--- src/rtl/user_module_preamble_tx_pkg.sv ---
// Shared definitions for the 1-0-1 preamble serial transmitter.
// The package holds the frame states, the marker pattern and the io bit map.
package preamble_tx_pkg;

   localparam int unsigned DATA_W = 4;
   localparam logic [2:0]  PREAMBLE = 3'b101;

   // io_in bit map
   localparam int unsigned CLK_BIT  = 0;
   localparam int unsigned RSTN_BIT = 1;
   localparam int unsigned SEND_BIT = 2;
   localparam int unsigned PAR_BIT  = 3;
   localparam int unsigned DATA_LSB = 4;

   // io_out bit map
   localparam int unsigned TX_BIT   = 0;
   localparam int unsigned BUSY_BIT = 1;
   localparam int unsigned DONE_BIT = 2;
   localparam int unsigned SYNC_BIT = 3;
   localparam int unsigned DQ_LSB   = 4;

   typedef enum logic [2:0] {
      IDLE = 3'd0,
      PRE  = 3'd1,
      DATA = 3'd2,
      PAR  = 3'd3,
      GAP  = 3'd4
   } state_t;

   function automatic logic even_par(input logic [DATA_W-1:0] d);
      return ^d;
   endfunction

endpackage

--- src/rtl/user_module_preamble_tx_if.sv ---
// Handshake between the frame FSM and its bit timer.
// restart realigns the baud counter at accept; bit_tick marks the last cycle of a bit.
interface user_module_preamble_tx_if;

   logic restart;
   logic bit_tick;

   modport master (
      output restart,
      input  bit_tick
   );

   modport slave (
      input  restart,
      output bit_tick
   );

endinterface

--- src/rtl/user_module_preamble_tx_bit_timer.sv ---
// Baud down-counter: bit_tick is high in the last cycle of each BAUD_DIV-cycle bit.
// Reloads on every bit boundary and on restart, so bit lengths never drift.
module tx_bit_timer #(
   parameter int unsigned BAUD_DIV = 1
) (
   input  logic                        i_clk,
   input  logic                        i_rst_n,
   user_module_preamble_tx_if.slave    tmr
);

   localparam logic [3:0] RELOAD = 4'(BAUD_DIV - 1);

   logic [3:0] r_cnt;

   always_ff @(posedge i_clk) begin
      if (!i_rst_n) begin
         r_cnt <= '0;
      end else if (tmr.restart || (r_cnt == '0)) begin
         r_cnt <= RELOAD;
      end else begin
         r_cnt <= r_cnt - 4'd1;
      end
   end

   // A restart cycle is never a bit boundary, whatever the counter holds.
   assign tmr.bit_tick = (r_cnt == '0) && !tmr.restart;

endmodule

--- src/rtl/user_module_preamble_tx.sv ---
// TinyTapeout-slot serial transmitter: 1-0-1 preamble, 4-bit payload LSB first,
// optional even-parity bit and one idle gap bit; all outputs are registered.
module user_module_preamble_tx #(
   parameter logic [2:0]  PREAMBLE = 3'b101,
   parameter int unsigned BAUD_DIV = 1
) (
   input  logic [7:0] io_in,
   output logic [7:0] io_out
);

   import preamble_tx_pkg::*;

   logic              w_clk;
   logic              w_rst_n;
   logic              w_send;
   logic              w_par_en;
   logic [DATA_W-1:0] w_data;

   assign w_clk    = io_in[CLK_BIT];
   assign w_rst_n  = io_in[RSTN_BIT];
   assign w_send   = io_in[SEND_BIT];
   assign w_par_en = io_in[PAR_BIT];
   assign w_data   = io_in[DATA_LSB +: DATA_W];

   state_t            r_state;
   state_t            w_state_nx;
   logic [1:0]        r_bit;
   logic [1:0]        w_bit_nx;
   logic [DATA_W-1:0] r_data_q;
   logic [DATA_W-1:0] w_data_nx;
   logic              r_par_q;
   logic              w_par_nx;
   logic              r_send_prev;
   logic              r_tx;
   logic              w_tx_nx;
   logic              r_busy;
   logic              r_done;
   logic              r_sync;
   logic              w_accept;
   logic              w_tick;

   user_module_preamble_tx_if tmr_if ();

   assign w_accept       = (r_state == IDLE) && w_send && !r_send_prev;
   assign tmr_if.restart = w_accept;
   assign w_tick         = tmr_if.bit_tick;

   tx_bit_timer #(
      .BAUD_DIV (BAUD_DIV)
   ) u_bit_timer (
      .i_clk   (w_clk),
      .i_rst_n (w_rst_n),
      .tmr     (tmr_if.slave)
   );

   always_comb begin
      w_state_nx = r_state;
      w_bit_nx   = r_bit;
      w_data_nx  = r_data_q;
      w_par_nx   = r_par_q;
      unique case (r_state)
         IDLE: begin
            if (w_accept) begin
               w_state_nx = PRE;
               w_bit_nx   = '0;
               w_data_nx  = w_data;
               w_par_nx   = w_par_en;
            end
         end
         PRE: begin
            if (w_tick) begin
               if (r_bit == 2'd2) begin
                  w_state_nx = DATA;
                  w_bit_nx   = '0;
               end else begin
                  w_bit_nx = r_bit + 2'd1;
               end
            end
         end
         DATA: begin
            if (w_tick) begin
               if (r_bit == 2'(DATA_W - 1)) begin
                  w_state_nx = r_par_q ? PAR : GAP;
                  w_bit_nx   = '0;
               end else begin
                  w_bit_nx = r_bit + 2'd1;
               end
            end
         end
         PAR: begin
            if (w_tick) w_state_nx = GAP;
         end
         GAP: begin
            if (w_tick) w_state_nx = IDLE;
         end
         default: begin
            w_state_nx = IDLE;
            w_bit_nx   = '0;
         end
      endcase
   end

   // tx is computed from the next state so the line changes on the same edge as the state.
   always_comb begin
      w_tx_nx = 1'b0;
      case (w_state_nx)
         PRE:     w_tx_nx = PREAMBLE[2'd2 - w_bit_nx];
         DATA:    w_tx_nx = w_data_nx[w_bit_nx];
         PAR:     w_tx_nx = even_par(w_data_nx);
         default: w_tx_nx = 1'b0;
      endcase
   end

   always_ff @(posedge w_clk) begin
      if (!w_rst_n) begin
         r_state     <= IDLE;
         r_bit       <= '0;
         r_data_q    <= '0;
         r_par_q     <= 1'b0;
         r_send_prev <= 1'b1;
         r_tx        <= 1'b0;
         r_busy      <= 1'b0;
         r_done      <= 1'b0;
         r_sync      <= 1'b0;
      end else begin
         r_state     <= w_state_nx;
         r_bit       <= w_bit_nx;
         r_data_q    <= w_data_nx;
         r_par_q     <= w_par_nx;
         r_send_prev <= w_send;
         r_tx        <= w_tx_nx;
         r_busy      <= (w_state_nx != IDLE);
         r_sync      <= (w_state_nx == PRE);
         r_done      <= (r_state == GAP) && (w_state_nx == IDLE);
      end
   end

   always_comb begin
      io_out                      = '0;
      io_out[TX_BIT]              = r_tx;
      io_out[BUSY_BIT]            = r_busy;
      io_out[DONE_BIT]            = r_done;
      io_out[SYNC_BIT]            = r_sync;
      io_out[DQ_LSB +: DATA_W]    = r_data_q;
   end

endmodule

--- config.mk ---
export PLATFORM = sky130hd
export DESIGN_NAME = user_module_preamble_tx
export DESIGN_NICKNAME = d
export VERILOG_FILES = /design/src/rtl/user_module_preamble_tx_pkg.sv /design/src/rtl/user_module_preamble_tx_if.sv /design/src/rtl/user_module_preamble_tx_bit_timer.sv /design/src/rtl/user_module_preamble_tx.sv
export SDC_FILE = /design/constraint.sdc
export NUM_CORES = 1
export LEC_CHECK = 0
export CELL_PAD_IN_SITES_DETAIL_PLACEMENT = 1
export CELL_PAD_IN_SITES_GLOBAL_PLACEMENT = 2
export CORE_ASPECT_RATIO = 1.5
export CORE_MARGIN = 2
export CORE_UTILIZATION = 30
export DETAILED_ROUTE_END_ITERATION = 10
export PLACE_DENSITY = 0.74
export SYNTH_ARGS = -nofsm -noshare
export SYNTH_HDL_FRONTEND = slang
export SYNTH_SLANG_ARGS = --single-unit
--- constraint.sdc ---
create_clock -name io_in -period 3.7 [get_ports io_in]
set_input_delay 0.74 -clock io_in [delete_from_list [all_inputs] [get_ports io_in]]
set_output_delay 0.74 -clock io_in [all_outputs]
set_load 0.02 [all_outputs]
======== Word level (Yosys, flattened, before mapping) ========
Index checks and enable logic that the tools add are counted.
cells by class
  add/sub/neg operators ................... 3
  multiply operators ...................... 0
  div/mod/pow operators ................... 0
  magnitude comparators ................... 2
  equality and inequality tests ........... 9
  shifts and indexed selects .............. 0
  multiplexer cells ....................... 22
  bitwise operators ....................... 1
  reductions and logical operators ........ 15
operators with widths
  operator                                                    number
  two-way mux 3 bit                                           8
  one-hot mux 3 bit (5 select lines)                          1
  == test 3 x 2 -> 1 bit, second input constant               4
  two-way mux 2 bit                                           5
  two-way mux 4 bit                                           2
  one-hot mux 2 bit (4 select lines)                          1
  == test 3 x 1 -> 1 bit, second input constant               2
  logical NOT 3 bit                                           2
  less-than comparator 2 x 3 -> 1 bit, second input constant  2
  binary-select mux 1 bit (select 2 bit)                      2
  == test 2 bit, second input constant                        2
  logical AND 1 bit                                           4
  logical NOT 4 bit                                           1
  OR reduction 2 bit                                          2
  parity 4 bit                                                1
  subtractor 4 x 1 -> 4 bit, second input constant            1
  == test 3 bit, second input constant                        1
  one-hot mux 1 bit (3 select lines)                          1
  nonzero test 3 bit                                          1
  adder 2 x 1 -> 2 bit, second input constant                 1
  logical NOT 1 bit                                           2
  two-way mux 1 bit                                           2
  AND reduction 2 bit                                         1
  subtractor 2 bit, first input constant                      1
  other kinds (2)                                             2
word-level totals
  register bits ........................... 19
  bits in latches ......................... 0
  memory bits (writable) .................. 0
  bits in read-only memories .............. 0
  input bits .............................. 8
  memories kept ........................... 0

======== Longest topological paths before layout ========
  depth in word-level cells ............... 11
  depth in mapped cells ................... 9

======== Cells and area by module ========
From an unflattened synthesis, not the netlist that was laid out.
unflattened totals
  cells, all modules ...................... 127
  area, all modules ....................... 1113.6 um2
modules (own cells, without submodules)
  module                   times used  cells each  area each (um2)
  user_module_preamble_tx  1           110         933.4
  tx_bit_timer             1           17          180.2

======== Worst setup path before layout ========
No wires, ideal clock.
  kind .................................... flip-flop to flip-flop
  start point ............................. register r_bit[0]
  end point ............................... register r_tx
  arrival time ............................ 1.888 ns
  slack ................................... 1.683 ns
  cell stages (with the launch flop) ...... 8
  cells stage by stage .................... dfxtp_1 -> ha_1 -> or4b_4 -> a211oi_2 -> a41oi_2 -> mux2i_1 -> a221oi_1 -> a211oi_2
between the ends
  longest elaborated chain between the ends .. 8
RTL lines
  item                                                RTL line                                                      RTL
  from (decl)                                         user_module_preamble_tx.sv:27                                 logic [1:0] r_bit;
  from (signal assigned)                              user_module_preamble_tx.sv:127                                r_bit <= w_bit_nx;
  adder 2 x 1 -> 2 bit, or another cell as far along  user_module_preamble_tx.sv:76, user_module_preamble_tx.sv:86
  two-way mux 2 bit, on equally long branches         user_module_preamble_tx.sv:82, user_module_preamble_tx.sv:72
  two-way mux 2 bit, on equally long branches         user_module_preamble_tx.sv:81, user_module_preamble_tx.sv:71
  one-hot mux 2 bit (4 select lines)                  user_module_preamble_tx.sv:61                                 unique case (r_state)
  subtractor 2 bit                                    user_module_preamble_tx.sv:107                                PRE: w_tx_nx = PREAMBLE[2'd2 - w_bit_nx];
  binary-select mux 1 bit (select 2 bit)              user_module_preamble_tx.sv:107
  two-way mux 1 bit (implied by the code)             user_module_preamble_tx.sv:107
  one-hot mux 1 bit (3 select lines) *                user_module_preamble_tx.sv:106                                case (w_state_nx)
  to (signal assigned)                                user_module_preamble_tx.sv:131                                r_tx <= w_tx_nx;
  to (decl)                                           user_module_preamble_tx.sv:34                                 logic r_tx;
Mark *: on every way between the ends. The rest lies on a longest branch, timed or not. The select of a mux whose other input is x is not followed.
A chain may end at the register's enable or synchronous reset.

==> out/metrics.cfg <==
[synthesis]
synth_edf_count=0
synth_fa_ha_area_share_pct=5.49
synth_top_family_by_area=simple AND/OR/NAND/NOR gates
synth-compound-area-share_pct=12.5
yosysTopAreaCell=dfxtp_1
syn-num-nets=143
syn_inst=130
synth-simple-area-share_pct=26.6
synth_xor_area_share_pct=6.92
yosys_warnings=0
ys_seq_elements=19
ys_top_cells_by_area=dfxtp_1 33%, mux2i_1 7.0%, nor2_1 6.3%
synth_top_area_share_pct=33.4
ys_seq_area_share_pct=33.4
synth_cell_types=38
synth_common_cells=19 x dfxtp_1, 19 x nor2_1, 8 x mux2i_1, 8 x xnor2_1
synthMuxAreaShare_pct=7.03
ys.flop_type=dfxtp_1
async_reset_ff_share_pct=0
syn_area_sq_um=1140
syn_area_per_cell_sq_um=8.77

[pwr]
p_int_uw=1880
powerDensity_nw_per_um2=1350
clkPwrFrac_pct=91.8
power.switching_uw=917
p_comb_share_pct=0
leakage_uw=0.000876
power_switching_share_pct=32.8
peakVddDrop_mv=0.758
p_seq_share_pct=8.2

[routing]
wire_per_inst_um=22.7
first_iter_violations=126
ant_nets=0
route.detailed.drc=0
viasPerCell=5.68
vias=1386
drt-pass1-iter-count=6
routed_wl_um=5550

[finish]
final_area_sq_um=2070
area_growth_syn_to_layout_pct=81.9
nets=198
final_core_util_pct=56.8
diodes=0
layout-drive-gt1-share_pct=32.8
finalNonFillerCells=244

[hold_path]
hold_class=clk -> reg
whs_path_depth=2
hold_start=io_in[3]

[sta]
fin_hold_ws_ns=-0.0757
report.final.slew_viol_count=0
finClkSkew_ns=0.00473
worst_slew_pin_slew_ns=0.654
rsz0062_at_grt=false
finalSetupViolCount=0
finalSetupTns_ns=0
timing_hold_violations_final=1
slew_headroom_pct=56.3

[clock_tree]
post_cts_resized=1
tritoncts=yes
ctsHoldBuffers=0
clk_latency_ns=0.26
clk_pin_slew_ns=0.08
postCtsSetupRepairBufs=0

[die]
die_w_um=54.3
start_util_pct=31.2
rows=27
core_area_sq_um=3650
dieArea_sq_um=4320
boundaryPins=16
chipHeight_um=79.5

[global_routing]
antenna_found_initial=0
grt_pass1_vias=2029
track_usage_pct=29.7
grt_pass1_wl_um=8510
grt-ovfl-total=0
grt_max_degree=19

[setup_path]
start_kind=clock port
r2r_cells=12
r2r_setup_slack_ns=1.05
required_ns=3.85
endpoint_kind=flop
cp_max_fo=5
r2r-start=u_bit_timer.r_cnt[0]$_SDFF_PP0_
setup.worst_path.start=io_in[2]
arrival_ns=3.72
crit_type=clk -> reg

[placed_design]
place_congestion=0.781
portBuffers=8
placed_cells=169
post_dp_cell_area_sq_um=1200
post-dp-hpwl_um=2100

[run_status]
status=finished, violations left
violations=negative hold slack

[job]
maxCapViolations=0

-- per-layer routing --
layer  track usage (%)  up-vias  routed length, um
met5                 0        -                  0
met4              52.8        0                587
met3              34.5       64                696
met2              33.4      123               2610
met1              14.9      627               1660
li1                  -      572                  -
-- state kept, by name (all words and copies together) (netlist names) --
name               flops
r_done                 1
r_state                3
r_send_prev            1
r_par_q                1
r_sync                 1
r_busy                 1
u_bit_timer.r_cnt      4
r_data_q               4
r_tx                   1
r_bit                  2
-- placed cells by master, fill, tap and decap left out, types with 2 or more instances in the layout --
master and count:
nand2_1 3, nor3b_1 3, dfxtp_1 19, clkdlybuf4s50_1 8, inv_1 5, mux2i_1 8
nand2b_1 2, clkbuf_8 57, nor3_1 6, xnor2_1 8, o21ai_1 3, nand3_1 4
ha_1 5, a211oi_1 2, nor2_1 19, a211oi_2 2, nor2b_1 6, nand3b_1 3
clkbuf_1 14, o21ai_0 5
-- power groups by stage --
stage	sequential (uW)	combinational, uW	clock, uW
final	229	0.000143	2570
after global routing	229	0.000143	2720
after CTS	229	0.000143	2640
after detailed placement	235	0.000143	391
after global placement	235	0.000143	391
after floorplan	235	0.000164	411
-- final timing paths --
kind                                      to
max                          r_tx$_SDFF_PN0_
min                     r_par_q$_SDFFE_PN0P_
max reg2reg                  r_tx$_SDFF_PN0_
min reg2reg  u_bit_timer.r_cnt[0]$_SDFF_PP0_
-- worst max-delay path, stage by stage --
cell and delay, ns:
clkbuf_8 0.11, clkbuf_8 0.13, nor3b_1 0.14, nand2_1 0.14, clkbuf_8 0.16, clkbuf_8 0.15
mux2i_1 0.25, clkbuf_8 0.18, clkbuf_8 0.12, mux2i_1 0.08, a221oi_2 0.28, a211oi_2 0.11
-- final cells by class --
type / instances / area (sq um)
Multi-Input combinational cell: 95 / 673
Tap cell: 43 / 53.8
Fill cell: 390 / 1580
Clock inverter: 2 / 21.3
Timing Repair Buffer: 8 / 80.1
Clock buffer: 73 / 850
Sequential cell: 19 / 380
Inverter: 4 / 15.0
-- cell families after synthesis --
| family | count (synthesis) |
|---|---|
| AOI/OAI and AO/OA | 19 |
| xor gates and xnor gates | 9 |
| adders and majority gates | 5 |
| buffers and inverters | 16 |
| DFF | 19 |
| muxes | 8 |
| and+or+nand+nor | 54 |
-- per-stage QoR --
stage	setup slack [ns]	power, uW
floorplan	0.604	647
global placement	0.584	626
detailed placement	0.585	626
CTS	0.0547	2870
global route	0.0224	2950
finish	0.135	2790
Power figures use the tool's default switching activity.
